===== src/rtl/screen_draw_ctrl_if.sv =====
// Request/select bundle between the game FSM and the screen draw sequencer.
interface screen_draw_ctrl_if;
  logic       req_board;
  logic       req_rwin;
  logic       req_ywin;
  logic       req_tie;
  logic       drawBoard;
  logic       drawRWin;
  logic       drawYWin;
  logic       gameTie;
  logic       resetb;
  logic       en_screenCycle;
  logic       plot;
  logic       busy;
  logic       done;
  logic [1:0] cur_sel;

  // Game-logic side: issues requests, observes drawer controls and status.
  modport master (
    output req_board, req_rwin, req_ywin, req_tie,
    input  drawBoard, drawRWin, drawYWin, gameTie,
    input  resetb, en_screenCycle, plot, busy, done, cur_sel
  );

  // Sequencer side.
  modport slave (
    input  req_board, req_rwin, req_ywin, req_tie,
    output drawBoard, drawRWin, drawYWin, gameTie,
    output resetb, en_screenCycle, plot, busy, done, cur_sel
  );
endinterface


===== src/rtl/screen_draw_ctrl.sv =====
// Full-screen draw sequencer/arbiter: captures screen requests, grants one
// at a time (red > yellow > tie > board) and steps the drawer through
// clear, NPIX draw cycles and a PIPE-cycle drain before signalling done.
module screen_draw_ctrl #(
  parameter int NPIX = 19200,
  parameter int PIPE = 2
) (
  input logic              clk,
  input logic              resetn,
  screen_draw_ctrl_if.slave bus
);

  localparam int DW = (PIPE > 1) ? $clog2(PIPE) : 1;

  typedef enum logic [2:0] {
    S_IDLE,
    S_CLEAR,
    S_DRAW,
    S_DRAIN,
    S_DONE
  } state_t;

  state_t          state;
  state_t          state_nxt;
  logic            armed;
  logic [3:0]      req_vec;
  logic [3:0]      pending;
  logic [3:0]      grant_clr;
  logic [1:0]      grant_sel;
  logic            grant;
  logic [1:0]      cur_sel;
  logic [14:0]     pix_cnt;
  logic            draw_last;
  logic [DW-1:0]   drain_cnt;
  logic            drain_last;
  logic [PIPE-1:0] plot_sr;

  // Bit index equals the cur_sel encoding: 0=board 1=red 2=yellow 3=tie.
  assign req_vec    = {bus.req_tie, bus.req_ywin, bus.req_rwin, bus.req_board};
  assign grant      = (state == S_IDLE) && (|pending);
  assign grant_clr  = grant ? (4'b0001 << grant_sel) : 4'b0000;
  assign draw_last  = (pix_cnt == 15'(NPIX - 1));
  assign drain_last = (drain_cnt == DW'(PIPE - 1));

  // Fixed-priority pick among pending screens.
  always_comb begin
    grant_sel = 2'd0;
    if (pending[1])      grant_sel = 2'd1;
    else if (pending[2]) grant_sel = 2'd2;
    else if (pending[3]) grant_sel = 2'd3;
    else                 grant_sel = 2'd0;
  end

  // Armed one edge after reset release so a request in the release cycle is dropped.
  always_ff @(posedge clk or negedge resetn) begin
    if (!resetn) armed <= 1'b0;
    else         armed <= 1'b1;
  end

  // Pending requests: a new pulse wins over the grant clear, so a re-request
  // of the screen being granted or drawn queues a redraw.
  always_ff @(posedge clk or negedge resetn) begin
    if (!resetn) pending <= '0;
    else         pending <= (pending & ~grant_clr) | (armed ? req_vec : 4'b0000);
  end

  // Latch the granted screen; it stays as the last-drawn screen while idle.
  always_ff @(posedge clk or negedge resetn) begin
    if (!resetn)    cur_sel <= '0;
    else if (grant) cur_sel <= grant_sel;
  end

  // Pixel counter: cleared entering CLEAR, counts 0..NPIX-1 during DRAW.
  always_ff @(posedge clk or negedge resetn) begin
    if (!resetn)                             pix_cnt <= '0;
    else if (grant)                          pix_cnt <= '0;
    else if (state == S_DRAW && !draw_last)  pix_cnt <= pix_cnt + 15'd1;
  end

  // Drain counter: cleared during DRAW, counts the PIPE cycles of DRAIN.
  always_ff @(posedge clk or negedge resetn) begin
    if (!resetn)                 drain_cnt <= '0;
    else if (state == S_DRAW)    drain_cnt <= '0;
    else if (state == S_DRAIN)   drain_cnt <= drain_cnt + DW'(1);
  end

  // Plot strobe: DRAW indicator delayed PIPE cycles to align with drawer output.
  always_ff @(posedge clk or negedge resetn) begin
    if (!resetn) begin
      plot_sr <= '0;
    end else begin
      plot_sr[0] <= (state == S_DRAW);
      for (int unsigned i = 1; i < PIPE; i++) plot_sr[i] <= plot_sr[i-1];
    end
  end

  // State register.
  always_ff @(posedge clk or negedge resetn) begin
    if (!resetn) state <= S_IDLE;
    else         state <= state_nxt;
  end

  // Next-state and drawer control decode.
  always_comb begin
    state_nxt          = state;
    bus.drawBoard      = 1'b0;
    bus.drawRWin       = 1'b0;
    bus.drawYWin       = 1'b0;
    bus.gameTie        = 1'b0;
    bus.resetb         = 1'b1;
    bus.en_screenCycle = 1'b0;
    bus.busy           = 1'b1;
    bus.done           = 1'b0;
    bus.plot           = plot_sr[PIPE-1];
    bus.cur_sel        = cur_sel;

    unique case (state)
      S_IDLE: begin
        bus.busy = 1'b0;
        if (grant) state_nxt = S_CLEAR;
      end
      S_CLEAR: begin
        bus.resetb = 1'b0;
        state_nxt  = S_DRAW;
      end
      S_DRAW: begin
        bus.en_screenCycle = 1'b1;
        if (draw_last) state_nxt = S_DRAIN;
      end
      S_DRAIN: begin
        if (drain_last) state_nxt = S_DONE;
      end
      S_DONE: begin
        bus.done  = 1'b1;
        state_nxt = S_IDLE;
      end
      default: state_nxt = S_IDLE;
    endcase

    if (state == S_CLEAR || state == S_DRAW) begin
      bus.drawBoard = (cur_sel == 2'd0);
      bus.drawRWin  = (cur_sel == 2'd1);
      bus.drawYWin  = (cur_sel == 2'd2);
      bus.gameTie   = (cur_sel == 2'd3);
    end
  end

endmodule


===== src/flat_wrapper.sv =====
// flat-port wrapper written by rule: the top's interface ports become plain ports
module screen_draw_ctrl_flat 
#(
  parameter int NPIX = 19200,
  parameter int PIPE = 2
)
  (clk, resetn, bus_req_board, bus_req_rwin, bus_req_ywin, bus_req_tie, bus_drawBoard, bus_drawRWin, bus_drawYWin, bus_gameTie, bus_resetb, bus_en_screenCycle, bus_plot, bus_busy, bus_done, bus_cur_sel);
  screen_draw_ctrl_if bus_i ();
  input logic clk;
  input logic resetn;
  input wire logic [$bits(bus_i.req_board)-1:0] bus_req_board;
  input wire logic [$bits(bus_i.req_rwin)-1:0] bus_req_rwin;
  input wire logic [$bits(bus_i.req_ywin)-1:0] bus_req_ywin;
  input wire logic [$bits(bus_i.req_tie)-1:0] bus_req_tie;
  output wire logic [$bits(bus_i.drawBoard)-1:0] bus_drawBoard;
  output wire logic [$bits(bus_i.drawRWin)-1:0] bus_drawRWin;
  output wire logic [$bits(bus_i.drawYWin)-1:0] bus_drawYWin;
  output wire logic [$bits(bus_i.gameTie)-1:0] bus_gameTie;
  output wire logic [$bits(bus_i.resetb)-1:0] bus_resetb;
  output wire logic [$bits(bus_i.en_screenCycle)-1:0] bus_en_screenCycle;
  output wire logic [$bits(bus_i.plot)-1:0] bus_plot;
  output wire logic [$bits(bus_i.busy)-1:0] bus_busy;
  output wire logic [$bits(bus_i.done)-1:0] bus_done;
  output wire logic [$bits(bus_i.cur_sel)-1:0] bus_cur_sel;
  assign bus_i.req_board = bus_req_board;
  assign bus_i.req_rwin = bus_req_rwin;
  assign bus_i.req_ywin = bus_req_ywin;
  assign bus_i.req_tie = bus_req_tie;
  assign bus_drawBoard = bus_i.drawBoard;
  assign bus_drawRWin = bus_i.drawRWin;
  assign bus_drawYWin = bus_i.drawYWin;
  assign bus_gameTie = bus_i.gameTie;
  assign bus_resetb = bus_i.resetb;
  assign bus_en_screenCycle = bus_i.en_screenCycle;
  assign bus_plot = bus_i.plot;
  assign bus_busy = bus_i.busy;
  assign bus_done = bus_i.done;
  assign bus_cur_sel = bus_i.cur_sel;
  screen_draw_ctrl #(.NPIX(NPIX), .PIPE(PIPE)) u_core (.clk(clk), .resetn(resetn), .bus(bus_i));
endmodule

===== config.mk =====
export PLATFORM = sky130hd
export DESIGN_NAME = screen_draw_ctrl_flat
export DESIGN_NICKNAME = d
export VERILOG_FILES = /design/src/rtl/screen_draw_ctrl_if.sv /design/src/rtl/screen_draw_ctrl.sv /design/src/flat_wrapper.sv
export SDC_FILE = /design/constraint.sdc
export NUM_CORES = 1
export LEC_CHECK = 0
export BUFFER_PORTS_ARGS = -buffer_cell sky130_fd_sc_hd__buf_2
export CAP_MARGIN = 15
export CORE_MARGIN = 2
export CORE_UTILIZATION = 29
export CTS_CLUSTER_DIAMETER = 50
export DETAILED_ROUTE_END_ITERATION = 12
export PLACE_DENSITY = 0.56
export SLEW_MARGIN = 20
export SYNTH_ARGS = -nofsm -noshare
export SYNTH_HDL_FRONTEND = slang
export SYNTH_SLANG_ARGS = --single-unit

===== constraint.sdc =====
create_clock -name clk -period 2.4 [get_ports clk]
set_clock_uncertainty 0.2 [all_clocks]
set_input_delay 0 -clock clk [delete_from_list [all_inputs] [get_ports clk]]
set_output_delay 0 -clock clk [all_outputs]
set_load 0.02 [all_outputs]

==> metrics, run 1 <==
gr usage total 11.70%; synth top area cells dfrtp_1 48%, nand2_1 4.1%, o21ai_0 3.5%, nand4_4 2.9%, o31ai_1 2.6%; CP arrival 2.03 ns; sequential share of the synthesized area 48.32%; Worst EP required 2.20 ns; maximum VDD drop 0.3611 mV; RD Place Congestion 0.8095; post-route cell area 1725 sq um; IO Pins 17; count of input and output buffers 16; most frequent cells in the layout 28 x dfrtp_1, 16 x nand2_1, 16 x buf_2; placed cell count 227; number of flops mapped to enable cells by yosys 0; vias 1167; area of the multi-input gates 698.2 sq um; Synth Instances 146; power per cell area 503.6 nW/um^2; Post-Syn Area 1450 sq um; Sink Count 28; Ys Warns 0; Yosys cell types 45; Worst Setup End Kind primary output; CTS tree built; fin crit share 92.85%; power after layout 0.0008690 W; post-cts sizing count 0; vias in the first global route 1121; Pre-antenna DRT Iters 4; total gr overflow 0; postcts setup bufs 0; Syn-to-layout area delta 18.98%; CP Launch Type flip-flop; f_max 448.8 MHz; top cell type's share of synthesized area 48.32%; root buf cell clkbuf_8; Hold Vio Cnt, Final 0; maxcap violations 0; WL per Instance 12.44 um; critical path fanouts, max 11; most common flop cell mapped by yosys dfrtp_1; Synth async-reset ratio 100.0%; final setup fails 0; total area of sequential cells 700.7 sq um; Die H 74.72 um; clk_lat worst skew 0.27 ns; Fillers 476; Reg clk slew, reported paths 0.10 ns; die area 5582 sq um; relative slew slack 58.07%; cell taking the most area after synthesis dfrtp_1; Worst Tran Pin Value 0.6289 ns; vias per inst 4.945; unrepaired setup endpoints after global routing false; starting DRC count in detailed routing 44; post-layout util 36.05%; DRC viols 0; syn_area_per_cell 9.932 sq um; post-route ant nets 0; Area after DPL 1604 sq um; pin count of the biggest net entering global routing 29; starting density of the core 30.30%; initial antenna violation count 0; post-synthesis register bit count 28; commonest non-fill, non-tap cell in the layout dfrtp_1; first-pass GRT wire length 5119 um; CTS Buf Count 3; post-layout min period 2.228 ns; cts hold-fix bufs 5; DP HPWL 2108 um; core area 4786 sq um; Setup CP Type reg -> out; share of cells above drive strength 1 20.12%; syn nets 153; outcome finished clean; Die Width 74.72 um; Final Non-Filler Cells 236; TNS Setup 0 ns; Static Leakage 0.7253 nW; total wire length 2936 um; Antenna diodes 0; nets 177; htree depth 1; CTS max path bufs 2; final slew viol count 0; worst min-delay path category in -> async; num rows 25
## power breakdown
part | total [W] | internal, W | switching [W] | leakage (nW)
Combinational | 0.0000200 | 0.00000851 | 0.0000114 | 0.371
Sequential | 0.000473 | 0.000472 | 0.000000863 | 0.319
Clock | 0.000376 | 0.000223 | 0.000153 | 0.0357
## path summary, 6_finish.rpt
kind	from	end	slack (ns)	depth (start not counted)
setup / recovery	u_core.state[0]	bus_drawYWin	0.17	4
hold / removal	resetn	u_core.plot_sr[1]	0.07	2
setup reg to reg	u_core.state[0]	u_core.pix_cnt[13]	0.28	5
hold reg to reg	u_core.plot_sr[0]	u_core.plot_sr[1]	0.16	0
max in group asynchronous	resetn	u_core.pix_cnt[8]	1.52	2
min in group clk	u_core.plot_sr[0]	u_core.plot_sr[1]	0.16	0
## area by class of cell
type,count,area share [%]
timing repair buffer,23,8.412
clock inverter,1,1.740
clock buffer,3,2.393
sequential,28,40.61
inverter,5,1.523
multi-input combinational,109,40.46
tap,67,4.859
## routing by layer
metal	vias up	global-route usage, %	wire length (um)
li1	582	-	-
met1	564	15.08	1388
met2	21	20.85	1434
met3	0	2.945	114
met4	0	0.7937	0
met5	-	0	0
## synth_stat cells, types with 2 or more instances
master / count
and2_2: 2
a22o_1: 2
o21ai_0: 10
or4_1: 2
a21oi_1: 7
dfrtp_1: 28
nor3b_1: 2
nand3_1: 7
nand4_1: 3
nand2_1: 16
buf_2: 2
nor3_1: 4
a211oi_1: 2
inv_1: 4
nor2_1: 7
and3_1: 3
or3_1: 5
nand2b_1: 3
o31ai_1: 5
mux2i_1: 3
nand4_4: 2
o211ai_1: 4
## cells by family (layout without fill, tap and decap cells)
family / Yosys count / count (layout) / share of synthesized area (%)
DFF: 28 / 28 / 48.32
muxes: 4 / 4 / 2.847
adders and majority gates: 1 / 1 / 0.8627
xor gates and xnor gates: 1 / 1 / 0.6041
other: 1 / 1 / 0.2586
buffers and inverters: 9 / 32 / 3.537
AOI/OAI and AO/OA: 35 / 35 / 15.45
and+or+nand+nor: 67 / 67 / 28.13
## per-stage QoR
stage	worst slack, ns	hold WS (ns)
final	0.1717	0.07090
after global routing	0.001621	0.1413
after CTS	0.1262	0.1028
after detailed placement	0.3051	-0.1389
after global placement	0.3513	-0.1457
after floorplan	0.4226	-0.4956
## worst max-delay path, cell delays in order (launching register included)
cell	delay (ns)
dfrtp_1	0.48
or3b_1	0.59
and2_2	0.27
nor3b_1	0.21
buf_2	0.20
## sequential cells by signal, indices dropped and copies added (netlist names)
name / count
u_core.state: 3
u_core.pending: 4
u_core.plot_sr: 2
u_core.pix_cnt: 15
u_core.armed: 1
u_core.drain_cnt: 1
u_core.bus.cur_sel: 2
(Power assumes the default switching activity.)
==> inputs of run 2 (changes only) <==
Settings changed: MAX_ROUTING_LAYER set to met4.
==> metrics, run 2 (same netlist as run 1, synthesis figures left out) <==
CTS tree built; Die H 74.72 um; RD Place Congestion 0.8214; sequential share of power 54.4%; count of input and output buffers 16; WL per Instance 12.44 um; CP startpoint u_core.state[0]; nets 177; core area 4786 sq um; Reg clk slew, reported paths 0.10 ns; worst r2r path cells 5; relative slew slack 58.08%; end of the worst register-to-register path u_core.pix_cnt[13]; share of cells above drive strength 1 20.12%; worst min-delay path category in -> async; post-cts sizing count 0; Int Pwr 0.0007041 W; R2R setup slack 0.28 ns; CTS Buf Count 3; pin count of the biggest net entering global routing 29; vias per inst 4.945; commonest non-fill, non-tap cell in the layout dfrtp_1; post-layout min period 2.228 ns; first-pass GRT wire length 5119 um; Worst EP required 2.20 ns; most flop-heavy register u_core.pix_cnt; clk_lat worst skew 0.27 ns; Worst Setup End Kind primary output; final setup fails 0; starting density of the core 30.30%; Clock Power Share 43.3%; Worst Tran Pin Value 0.6289 ns; IO Pins 17; Die Width 74.72 um; num rows 25; unrepaired setup endpoints after global routing false; initial antenna violation count 0; Syn-to-layout area delta 18.98%; worst reg2reg startpoint u_core.state[0]; root buf cell clkbuf_8; Logic pwr share 2.3%; placed cell count 227; vias 1167; top flop regs u_core.pix_cnt (15), u_core.pending (4), u_core.state (3); CTS max path bufs 2; DP HPWL 2108 um; Sink Count 28; Pre-antenna DRT Iters 4; post-route ant nets 0; setup slack after layout 0.1720 ns; Sw Pwr 0.0001648 W; maximum VDD drop 0.3611 mV; Static Leakage 0.7253 nW; htree depth 1; total gr overflow 0; DRC viols 0; Antenna diodes 0; most frequent cells in the layout 28 x dfrtp_1, 16 x nand2_1, 16 x buf_2; gr usage total 12.07%; Setup CP Type reg -> out; switch share 18.97%; Placement Setup Slack 0.3051 ns; f_max 448.8 MHz; maxcap violations 0; Final Non-Filler Cells 236; TNS Setup 0 ns; starting DRC count in detailed routing 44; post-layout util 36.05%; Hold Vio Cnt, Final 0; total wire length 2937 um; CP Launch Type flip-flop; CP arrival 2.03 ns; fin crit share 92.84%; power per cell area 503.6 nW/um^2; vias in the first global route 1121; final slew viol count 0; critical path fanouts, max 11; crit path capture bus_drawYWin; outcome finished clean; die area 5582 sq um; max FFs per register 15; Fillers 476
[run 2: layout make-up]
cell class | count | area (sq um) | share of cell area [%]
multi-input cells | 109 | 698.2 | 40.46
clock buffers | 3 | 41.29 | 2.393
repair buffers | 23 | 145.1 | 8.412
inverters | 5 | 26.28 | 1.523
well taps | 67 | 83.83 | 4.859
flip-flops and latches | 28 | 700.7 | 40.61
clock inverters | 1 | 30.03 | 1.740
[run 2: worst min path at each step]
stage           start           endpoint
2_1_floorplan  resetn       u_core.armed
3_3_place_gp   resetn  u_core.plot_sr[1]
3_5_place_dp   resetn  u_core.plot_sr[1]
4_1_cts        resetn  u_core.pix_cnt[1]
5_1_grt        resetn  u_core.pix_cnt[1]
6_report       resetn  u_core.plot_sr[1]
[run 2: worst max-delay path: stages (launching register included)]
cell	delay, ns
dfrtp_1	0.48
or3b_1	0.59
and2_2	0.27
nor3b_1	0.21
buf_2	0.20
[run 2: power by group through the flow]
stage	Clock, W	Combinational (W)	Sequential, W
after floorplan	0	0.000000891	0.000482
after CTS	0.000387	0.0000209	0.000473
after global placement	0	0.0000142	0.000482
final	0.000376	0.0000200	0.000473
after detailed placement	0	0.0000147	0.000482
after global routing	0.000407	0.0000234	0.000474
[run 2: metrics by stage]
stage	hold slack, ns	area (sq um)	power (W)
CTS	0.1028	1725	0.0008812
floorplan	-0.4956	1450	0.0004833
global route	0.1413	1725	0.0009034
finish	0.07089	1725	0.0008689
global placement	-0.1457	1604	0.0004966
detailed placement	-0.1389	1604	0.0004972
[run 2: timing repair]
action / in CTS / in global routing
hold buffers: 5 / 0
hold endpoints to repair: 32 / 0
setup buffers: 0 / 0
[run 2: layer usage]
metal	track usage [%]	vias to the layer above	part of all wire, %
met4	0.7937	0	0
li1	-	582	-
met1	15.25	564	48
met5	-	-	0
met3	2.677	0	3.4
met2	20.85	21	49
